==> src/rtl/mem_ctrl_pkg.sv <==
// Shared encodings and helpers for the byte-serialising memory controller.
package mem_ctrl_pkg;

  localparam logic [1:0] SIZE_B   = 2'b00;
  localparam logic [1:0] SIZE_H   = 2'b01;
  localparam logic [1:0] SIZE_W   = 2'b10;
  localparam logic [1:0] SIZE_ILL = 2'b11;

  typedef enum logic [1:0] {IDLE, RUN, DONE} state_t;
  typedef enum logic {PORT_I, PORT_D} port_t;

  function automatic logic [2:0] size_bytes(input logic [1:0] size);
    case (size)
      SIZE_B:  return 3'd1;
      SIZE_H:  return 3'd2;
      SIZE_W:  return 3'd4;
      default: return 3'd0;
    endcase
  endfunction

  function automatic logic misaligned(input logic [1:0] size, input logic [1:0] lsb);
    case (size)
      SIZE_B:  return 1'b0;
      SIZE_H:  return lsb[0];
      SIZE_W:  return |lsb;
      default: return 1'b1;
    endcase
  endfunction

endpackage

==> src/rtl/byte_mem_ctrl.sv <==
// Arbitrates fetch and load/store ports onto one byte-wide synchronous RAM,
// serialising each access into per-byte RAM cycles.
module byte_mem_ctrl
  import mem_ctrl_pkg::*;
#(
  parameter int ADDR_WIDTH = 12
) (
  input  logic                  clk_i,
  input  logic                  rst_i,
  input  logic                  i_req_i,
  input  logic [ADDR_WIDTH-1:0] i_addr_i,
  output logic [31:0]           i_rdata_o,
  output logic                  i_ack_o,
  output logic                  i_err_o,
  input  logic                  d_req_i,
  input  logic                  d_we_i,
  input  logic [1:0]            d_size_i,
  input  logic                  d_unsigned_i,
  input  logic [ADDR_WIDTH-1:0] d_addr_i,
  input  logic [31:0]           d_wdata_i,
  output logic [31:0]           d_rdata_o,
  output logic                  d_ack_o,
  output logic                  d_err_o,
  output logic [ADDR_WIDTH-1:0] ram_addr_o,
  output logic [7:0]            ram_din_o,
  output logic                  ram_we_o,
  input  logic [7:0]            ram_dout_i
);

  state_t                state, state_nx;
  port_t                 port, last_grant;
  logic [2:0]            cnt, nb;
  logic [ADDR_WIDTH-1:0] base;
  logic [1:0]            size;
  logic                  we, uns, err;
  logic [31:0]           wdata, rbuf, ext;
  logic [1:0]            cap_lane, nxt_lane;

  logic                  grant_any, grant_d, sel_we, sel_err;
  logic [ADDR_WIDTH-1:0] sel_addr;
  logic [1:0]            sel_size;

  assign nb       = size_bytes(size);
  assign cap_lane = 2'(cnt - 3'd1);
  assign nxt_lane = 2'(cnt + 3'd1);

  // Data port wins a tie unless it was the one granted last.
  assign grant_any = d_req_i | i_req_i;
  assign grant_d   = d_req_i & (~i_req_i | (last_grant == PORT_I));
  assign sel_addr  = grant_d ? d_addr_i : i_addr_i;
  assign sel_size  = grant_d ? d_size_i : SIZE_W;
  assign sel_we    = grant_d & d_we_i;
  assign sel_err   = misaligned(sel_size, sel_addr[1:0]);

  always_comb begin
    state_nx = state;
    case (state)
      IDLE: if (grant_any) state_nx = sel_err ? DONE : RUN;
      RUN: begin
        if (we && cnt == nb - 3'd1) state_nx = DONE;
        if (!we && cnt == nb)       state_nx = DONE;
      end
      DONE:    state_nx = IDLE;
      default: state_nx = IDLE;
    endcase
  end

  always_ff @(posedge clk_i) begin
    if (rst_i) begin
      state      <= IDLE;
      port       <= PORT_I;
      last_grant <= PORT_I;
      cnt        <= '0;
      base       <= '0;
      size       <= SIZE_B;
      we         <= 1'b0;
      uns        <= 1'b0;
      err        <= 1'b0;
      wdata      <= '0;
      rbuf       <= '0;
      ram_addr_o <= '0;
      ram_din_o  <= '0;
      ram_we_o   <= 1'b0;
    end else begin
      state <= state_nx;
      case (state)
        IDLE: if (grant_any) begin
          port  <= grant_d ? PORT_D : PORT_I;
          base  <= sel_addr;
          size  <= sel_size;
          we    <= sel_we;
          uns   <= grant_d ? d_unsigned_i : 1'b1;
          wdata <= grant_d ? d_wdata_i : '0;
          err   <= sel_err;
          cnt   <= '0;
          rbuf  <= '0;
          // RAM port is loaded here so the first byte cycle comes straight out of flops.
          if (!sel_err) begin
            ram_addr_o <= sel_addr;
            ram_we_o   <= sel_we;
            ram_din_o  <= sel_we ? d_wdata_i[7:0] : 8'h00;
          end
        end
        RUN: begin
          cnt <= cnt + 3'd1;
          if (!we && cnt != 3'd0) rbuf[{cap_lane, 3'b000} +: 8] <= ram_dout_i;
          if (cnt + 3'd1 < nb) begin
            ram_addr_o <= base + ADDR_WIDTH'(cnt + 3'd1);
            ram_din_o  <= we ? wdata[{nxt_lane, 3'b000} +: 8] : 8'h00;
          end else begin
            ram_we_o  <= 1'b0;
            ram_din_o <= 8'h00;
          end
        end
        DONE:    last_grant <= port;
        default: ;
      endcase
    end
  end

  always_comb begin
    ext = rbuf;
    case (size)
      SIZE_B:  ext = {{24{rbuf[7] & ~uns}}, rbuf[7:0]};
      SIZE_H:  ext = {{16{rbuf[15] & ~uns}}, rbuf[15:0]};
      default: ext = rbuf;
    endcase
  end

  assign i_ack_o   = (state == DONE) && (port == PORT_I);
  assign d_ack_o   = (state == DONE) && (port == PORT_D);
  assign i_err_o   = i_ack_o & err;
  assign d_err_o   = d_ack_o & err;
  assign i_rdata_o = (i_ack_o && !err) ? rbuf : 32'h0;
  assign d_rdata_o = (d_ack_o && !err) ? ext  : 32'h0;

endmodule

==> config.mk <==
export PLATFORM = sky130hd
export DESIGN_NAME = byte_mem_ctrl
export DESIGN_NICKNAME = d
export VERILOG_FILES = /design/src/rtl/mem_ctrl_pkg.sv /design/src/rtl/byte_mem_ctrl.sv
export SDC_FILE = /design/constraint.sdc
export NUM_CORES = 1
export LEC_CHECK = 0
export CAP_MARGIN = 20
export CORE_MARGIN = 2
export CORE_UTILIZATION = 35
export DETAILED_ROUTE_END_ITERATION = 8
export SLEW_MARGIN = 20
export SYNTH_ARGS = -nofsm -noshare
export SYNTH_HDL_FRONTEND = slang
export SYNTH_SLANG_ARGS = --single-unit
==> constraint.sdc <==
create_clock -name clk_i -period 2.4 [get_ports clk_i]
set_input_delay 0.48 -clock clk_i [delete_from_list [all_inputs] [get_ports clk_i]]
set_output_delay 0.48 -clock clk_i [all_outputs]
set_load 0.1 [all_outputs]
# Word-level counts from Yosys, hierarchy flattened
# Index checks and enable logic that the tools add are counted.
[totals]
regBits = 109
inputBits = 72
[classes]
reduce_logical = 22
bitwise = 12
n_addsub = 6
n_eq_ne = 14
mux = 35
magnitude_cmp = 1
shifts = 3
[ops]
columns = ["cell", "n"]
rows = [
  ["32-bit two-way mux", 5],
  ["32-bit case mux with 2 select lines", 2],
  ["12-bit two-way mux", 4],
  ["8-bit two-way mux", 5],
  ["32-bit bitwise mux", 1],
  ["8-bit by 7-bit variable shift with 32-bit output, first input constant", 1],
  ["32-bit by 6-bit variable part select with 8-bit output", 1],
  ["8-bit by 7-bit variable part select with 32-bit output", 1],
  ["12-bit case mux with 2 select lines", 1],
  ["8-bit case mux with 2 select lines", 1],
  ["12-bit by 4-bit adder with 12-bit output", 1],
  ["2-bit two-way mux", 5],
  ["2-bit inequality test, second input constant", 5],
  ["3-bit case mux with 3 select lines", 1],
  ["4-bit AND reduction", 2],
  ["1-bit logical AND", 7],
  ["5-bit negator with 7-bit output", 1],
  ["1-bit AND", 6],
  ["2-bit by 1-bit equality test with 1-bit output, second input constant", 3],
  ["2-bit equality test, second input constant", 3],
  ["3-bit equality test", 2],
  ["2-bit logical NOT", 3],
  ["3-bit case mux with 2 select lines", 1],
  ["2-bit AND reduction", 3],
  ["18 further kinds", 28],
]

# Depth between registers and ports, before layout
# Gate-level depths: netlist (run 1).
[logic_depth]
ltp_word = 9
ltp_mapped = 10
depth_no_buf = 8

# Least setup slack after synthesis (run 1)
# Ideal clock, no wire load.
[synth_timing]
path_kind = "reg2out"
startpoint = "register state[0]"
endpoint = "output i_rdata_o[23]"
required_ps = 1920
slack_ps = -1927
arrival_ps = 3847
stages_incl_launch_ff = 6
path_buffers = 3
path_cell_list = "dfxtp_1 buf_2 nand2b_1 clkbuf_1 buf_1 nor4_1"
[synth_between]
elab_chain_cells = 4
[synth_lines]
columns = ["item", "line_no", "text"]
rows = [
  ["start: declaration", "byte_mem_ctrl.sv:30", "state_t state, state_nx;"],
  ["start signal: assignment", "byte_mem_ctrl.sv:85", "state <= state_nx;"],
  ["2-bit equality test", "byte_mem_ctrl.sv:130", "assign i_ack_o = (state == DONE) && (port == PORT_I);"],
  ["1-bit logical AND", "byte_mem_ctrl.sv:130", ""],
  ["1-bit logical AND", "byte_mem_ctrl.sv:134", "assign i_rdata_o = (i_ack_o && !err) ? rbuf : 32'h0;"],
  ["32-bit two-way mux", "byte_mem_ctrl.sv:134", ""],
  ["end: declaration", "byte_mem_ctrl.sv:12", "output logic [31:0] i_rdata_o,"],
]
# Every way passes these cells.

# Final worst setup path (run 1)
[layout_timing]
startpoint = "register state[0]"
endpoint = "output d_rdata_o[24]"
[layout_between]
elab_chain_cells = 4
[layout_lines]
columns = ["item", "line_no", "text"]
rows = [
  ["2-bit equality test", "byte_mem_ctrl.sv:131", "assign d_ack_o = (state == DONE) && (port == PORT_D);"],
  ["1-bit logical AND", "byte_mem_ctrl.sv:131", ""],
  ["1-bit logical AND", "byte_mem_ctrl.sv:135", "assign d_rdata_o = (d_ack_o && !err) ? ext : 32'h0;"],
  ["32-bit two-way mux", "byte_mem_ctrl.sv:135", ""],
  ["end: declaration", "byte_mem_ctrl.sv:21", "output logic [31:0] d_rdata_o,"],
]
# Every way passes these cells.

==> reports/metrics.csv, run 1 <==
stage,metric,value,unit
yosys,ys_top_cells_by_area,"dfxtp_1 38%, a21oi_1 6.4%, nor2_1 4.9%",
detailed_routing,vias,5746,
worst_setup_path,cp.required,1920,ps
yosys,syn_area_per_cell,8.229,sq um
worst_setup_path,end_kind,primary output,
sta,finalHoldViolCount,0,
yosys,syn_area,5736,sq um
yosys,ys_async_sr_fraction,0,%
clock_network,clkLatencyLatePin,370,ps
sta,fmax,437.3,MHz
final_layout,syn_to_final_growth,61.56,%
final_layout,antennaDiodeCount,0,
detailed_routing,drc_errors,0,
worst_setup_path,cp_slowest_cell,dfxtp_4,
final_layout,design_area,9266,sq um
die,initial_core_util,35.98,%
worst_setup_path,crit_family,buffers and inverters,
global_routing,grt_max_degree,42,
die,io_pins,161,
global_routing,met2_usage,36.14,%
global_routing,antenna_found_initial,0,
yosys,synth-main-ff-cell,dfxtp_1,
clock_network,htreeDepth,3,
clock_network,cts_hold_buf,0,
yosys,yosysSeqAreaShare,38.05,%
detailed_routing,wire_per_inst,17.54,um
min_path,hp-class,reg2reg,
status,status,finished clean,
yosys,synth_warnings,0,
global_routing,top_usage_layer,met2,
worst_setup_path,slowest_delay,360,ps
sta,finalSetupViolations,0,
worst_setup_path,critPathMaxFanout,16,
worst_setup_path,crit_arrival,1810,ps
sta,tightest_slew,611.8,ps
place,io_buffers,160,
yosys,synth_area_leader_cell,dfxtp_1,
yosys,synth_edf_count,0,
clock_network,clkSinkCount,109,
clock_network,clockBufferDepth,2,
worst_setup_path,path_cells,nand3b_1 -> buf_4 -> nor2_4 -> o21ai_4 -> buf_12 -> a21oi_4 -> buf_12,
sta,slew_headroom,59.15,%
pwr,p_leak,3.240,nW
pwr,vdd_drop_max,469.4,uV
global_routing,grt_pass1_vias,5573,
yosys,synth_most_common_cell,dfxtp_1,
clock_network,cts_tree,done,
sta,whs,455.5,ps
yosys,synth_cell_types,65,
yosys,syn_nets,781,
worst_setup_path,setup.worst_path.start_class,flip-flop,
detailed_routing,drtIter0Drc,378,
worst_setup_path,cp_common_cell,buf_12,
clock_network,cts-root-buf,clkbuf_16,
yosys,synth_commonest_cells,"109 x dfxtp_1, 75 x nor2_1, 73 x a21oi_1, 64 x nand2_1, 44 x nand3_1",
sta,slew_viol_final,0,
global_routing,met3_usage,4.652,%
worst_setup_path,path_buf_inv,3,
die,coreArea,15940,sq um
yosys,synth_cells,697,
sta,period_needed,2287,ps
detailed_routing,wl,18890,um
die,die_w,132.0,um
die,die-area,17430,sq um
global_routing,grt_pass1_wl,30080,um
global_routing,grtUsageMet1,27.45,%
die,die_h,132.0,um
flow_run,maxCapViolCount,0,
yosys,ys_ff_latch,109,
sta,rsz0062_at_grt,no,
final_layout,drive_gt1_share,28.46,%
global_routing,grt_overflow,0,
die,rows,46,
global_routing,grt_usage,21.48,%
detailed_routing,routed_via_density,5.335,
sta,finClkSkew,10.87,ps
pwr,power_density,598.3,nW/um^2
detailed_routing,detail_route.first_pass.iterations,5,
final_layout,nets,940,
worst_setup_path,path_class,reg2out,
sta,min_period_over_period,95.29,%
place,hpwl,14560,um
detailed_routing,ant_nets,0,
yosys,synth_top_cell_area_share,38.05,%
place,gp_congestion,0.9020,
place,dpl_cell_area,8886,sq um
clock_network,path_clk_slew,70,ps
clock_network,cts_buffers,9,
cells in the final DEF, fill, tap and decap left out, types with 18 or more instances in the layout:
cell type and n:
a21oi_1 49, a21oi_4 24, a22oi_1 35, and2_1 19, buf_12 72, buf_4 60, clkdlybuf4s50_1 70, dfxtp_1 103
inv_1 28, nand2_1 63, nand3_1 44, nor2_1 71, nor4_4 18
layer usage:
metal	vias up	routed length (um)	share of wire (%)
li1	2806	-	-
met2	181	9272	49
met4	0	391	2.1
met3	25	1167	6.2
met5	-	0	0
met1	2734	8054	43
flip-flops by register name, summed over array words and instances, names as in the netlist:
signal and cells:
cnt 3, we 1, last_grant 1, state 2, err 1, base 12, wdata 32, ram_we_o 1
rbuf 32, port 1, size 2, uns 1, ram_addr_o 12, ram_din_o 8
path summary, 6_finish.rpt:
check / startpoint / endpoint / slack (ps) / cells past startpoint
worst min register to register: rbuf[29] / rbuf[29] / 460 / 2
worst min-delay path: rbuf[29] / rbuf[29] / 460 / 2
worst max-delay path: state[0] / d_rdata_o[24] / 110 / 7
worst max register to register: cnt[0] / ram_din_o[4] / 150 / 9
power breakdown:
part	total [mW]	internal, mW	switching [mW]
registers	2.09	1.96	0.130
logic	1.88	0.626	1.26
clock network	1.57	0.848	0.724
cells by family after synthesis:
family | count (synthesis) | share of synthesized area, %
adders and majority gates | 12 | 2.749
buffers and inverters | 86 | 6.741
DFF | 109 | 38.05
AOI/OAI and AO/OA | 186 | 21.73
muxes | 21 | 5.410
xor gates and xnor gates | 9 | 1.374
and+or+nand+nor | 274 | 23.95
repair_timing:
action | CTS | global route
setup endpoints to repair | 34 | 24
setup buffers | 2 | 2
gates resized for setup | 6 | 4
pin swaps | 0 | 0
cloned | 1 | 0
worst register-to-register path: cells and delay by family (launching register included):
kind	cells	cell delay, ps
compound gates	2	490
flops	1	340
simple gates	3	420
fa+ha+maj	2	610
buf+inv	2	310
per-stage QoR:
| step | power, mW | setup TNS (ps) | instances | worst slack (ps) | util (%) |
|---|---|---|---|---|---|
| 4_1_cts | 5.547 | 0 | 1075 | 14.53 | 57.96 |
| 5_1_grt | 5.769 | 0 | 1077 | 32.92 | 58.12 |
| 6_report | 5.544 | 0 | 1077 | 113.1 | 58.12 |
| 3_5_place_dp | 3.979 | -1.378 | 1056 | -1.378 | 55.74 |
| 3_3_place_gp | 3.945 | 0 | 1056 | 89.23 | 55.74 |
| 2_1_floorplan | 3.446 | -1307 | 697 | -91.44 | - |
final cells by class:
type	instances	area, sq um
clock buffers	10	239.0
clock inverters	6	70.07
fillers	1414	6676
inverters	29	112.6
multi-input cells	502	3762
flip-flops and latches	109	2192
well taps	216	270.3
repair buffers	205	2620
(Power assumes the default switching activity.)
==> run 2: changes to the inputs <==
--- a/config.mk
+++ b/config.mk
@@ -6,9 +6,14 @@
 export NUM_CORES = 1
 export LEC_CHECK = 0
 export CAP_MARGIN = 20
+export CELL_PAD_IN_SITES_DETAIL_PLACEMENT = 1
+export CELL_PAD_IN_SITES_GLOBAL_PLACEMENT = 1
+export CORE_ASPECT_RATIO = 1.75
 export CORE_MARGIN = 2
-export CORE_UTILIZATION = 35
+export CORE_UTILIZATION = 32
 export DETAILED_ROUTE_END_ITERATION = 8
+export PLACE_DENSITY_LB_ADDON = 0.1
+export SETUP_SLACK_MARGIN = 0.05
 export SLEW_MARGIN = 20
 export SYNTH_ARGS = -nofsm -noshare
 export SYNTH_HDL_FRONTEND = slang
==> run 2 against run 1 <==
  * Critical path depth decreased by 1
  * Sequential cell count unchanged
  * Cell area increased by 1.0%
  * Worst setup slack improved by 14 ps
  * Worst hold slack improved by 3.8 ps
  * Total power increased by 1.8%
  * Combinational power increased by 4%
  * Largest cell class unchanged
  * Core utilization decreased by 4.8 points
  * Global-route usage increased by 1.2 points
==> reports/metrics.csv, run 2 (synthesis results as in run 1) <==
stage,metric,value,unit
worst_setup_path,path_class,reg2out,
detailed_routing,drtIter0Drc,170,
flow_run,maxCapViolCount,0,
sta,finalSetupViolations,0,
sta,tightest_slew,578.4,ps
global_routing,grt_overflow,0,
pwr,p_seq_share,37.2,%
final_layout,fin_cells,1092,
final_layout,n_fill_cell,1896,
detailed_routing,wl,21610,um
pwr,power_density,602.9,nW/um^2
worst_setup_path,path_buf_inv,2,
pwr,vdd_drop_max,414.9,uV
worst_setup_path,reg2regPathDepth,10,
detailed_routing,vias,5860,
clock_network,cts_tree,done,
final_layout,antennaDiodeCount,0,
sta,slew_headroom,61.39,%
place,io_buffers,160,
detailed_routing,ant_nets,0,
sta,finalSetupTns,0,ps
global_routing,grt_usage,22.68,%
global_routing,grt_max_degree,63,
place,gp_congestion,0.8163,
sta,finClkSkew,10.42,ps
place,dp.cells,1070,
global_routing,grt_pass1_vias,6328,
detailed_routing,met1Wirelength,7497,um
min_path,holdPathStages,2,
final_layout,reg_top3,"rbuf: 32 flops, wdata: 32 flops",
clock_network,path_clk_slew,70,ps
clock_network,clkLatencyLatePin,360,ps
worst_setup_path,cp_slowest_cell,dfxtp_4,
final_layout,drive_gt1_share,29.04,%
worst_setup_path,slowest_delay,360,ps
final_layout,syn_to_final_growth,63.18,%
place,dp_slack,-5.704,ps
die,rows,64,
sta,rsz0062_at_grt,no,
sta,slew_viol_final,0,
sta,min_period_over_period,94.71,%
worst_setup_path,end_kind,primary output,
detailed_routing,route.met2.wl,12480,um
pwr,pwr-share-clk,28.1,%
pwr,swShare,38.77,%
worst_setup_path,setup.worst_path.start_class,flip-flop,
sta,finalHoldViolCount,0,
sta,setup_slack,127.1,ps
detailed_routing,drc_errors,0,
global_routing,grt_pass1_wl,33880,um
final_layout,final_cell_mix,"101 x dfxtp_1, 74 x buf_12, 71 x nor2_1",
status,status,finished clean,
die,die_w,105.2,um
worst_setup_path,path_cells,nand3b_1 -> nor2_4 -> o21ai_4 -> clkbuf_16 -> a21oi_4 -> buf_12,
global_routing,antenna_found_initial,0,
die,coreArea,17540,sq um
sta,fmax,440.0,MHz
detailed_routing,detail_route.first_pass.iterations,4,
pwr,switchingPower,2.188,mW
clock_network,cts-root-buf,clkbuf_16,
final_layout,final_common_cell,dfxtp_1,
die,io_pins,161,
place,hpwl,16810,um
detailed_routing,routed_via_density,5.366,
detailed_routing,maxUsedRoutingLayer,met4,
die,die_h,181.1,um
worst_setup_path,crit_arrival,1790,ps
clock_network,cts_buffers,9,
min_path,hp-class,reg2reg,
worst_setup_path,worst-path-stages,6,
detailed_routing,met3_length,690,um
detailed_routing,wire_per_inst,19.78,um
clock_network,clkSinkCount,109,
clock_network,cts_hold_buf,0,
sta,period_needed,2273,ps
clock_network,clockBufferDepth,2,
pwr,combPwrFrac,34.6,%
die,initial_core_util,32.71,%
final_layout,nets,940,
clock_network,htreeDepth,3,
worst_setup_path,crit_family,simple AND/OR/NAND/NOR gates,
pwr,p_leak,3.264,nW
worst_setup_path,cp.required,1920,ps
pwr,power.internal,3.455,mW
die,die-area,19050,sq um
worst_setup_path,critPathMaxFanout,8,
pwr,total_power,5.642,mW
[run 2: path summary, 6_finish.rpt]
kind	to	slack (ps)	start
worst max-delay path	d_rdata_o[22]	130	state[0]
worst min-delay path	rbuf[29]	460	rbuf[29]
worst min register to register	rbuf[29]	460	rbuf[29]
worst max register to register	ram_addr_o[3]	140	cnt[0]
[run 2: worst min-delay path: cells and delay by family, from the launching register on]
kind | cells | cell delay [ps]
AND/OR/NAND/NOR | 1 | 50
AO/OA/AOI/OAI | 1 | 50
flip-flops | 1 | 310
[run 2: power by group through the flow]
stage	Clock, mW	Combinational, mW	Sequential, mW
after floorplan	0	1.03	2.44
after global placement	0	1.88	2.14
after detailed placement	0	1.92	2.14
after CTS	1.62	1.93	2.11
after global routing	1.69	2.09	2.12
final	1.59	1.95	2.10
[run 2: per-stage QoR]
step                      util, %  instance area [sq um]  hold WS [ps]
after detailed placement    51.03                   8950         449.3
after CTS                   52.91                   9279         460.6
after global routing        53.37                   9359         480.2
final                       53.37                   9359         459.2
after floorplan                 -                   6430         431.9
after global placement      51.03                   8950         440.4
[run 2: repair_timing]
item / in CTS / in global routing
buffers inserted: 1 / 5
gates resized for setup: 2 / 7
endpoints found under the setup margin: 22 / 31
hold endpoints to repair: 0 / 0
cloned: 0 / 1
pin swaps: 1 / 4
[run 2: per-layer routing]
metal,track usage (%),vias to the layer above
li1,-,2803
met1,22.13,2865
met2,45.37,150
met3,3.175,42
met4,10.51,0
met5,0,-
[run 2: final cells by class]
class                   count  area [sq um]  share of cell area, %
multi-input cells         502          3782                  40.41
repair buffers            205          2661                  28.44
flip-flops and latches    109          2197                  23.48
well taps                 231         289.0                  3.088
clock buffers               9         225.2                  2.406
inverters                  29         112.6                  1.203
clock inverters             7         91.34                 0.9759
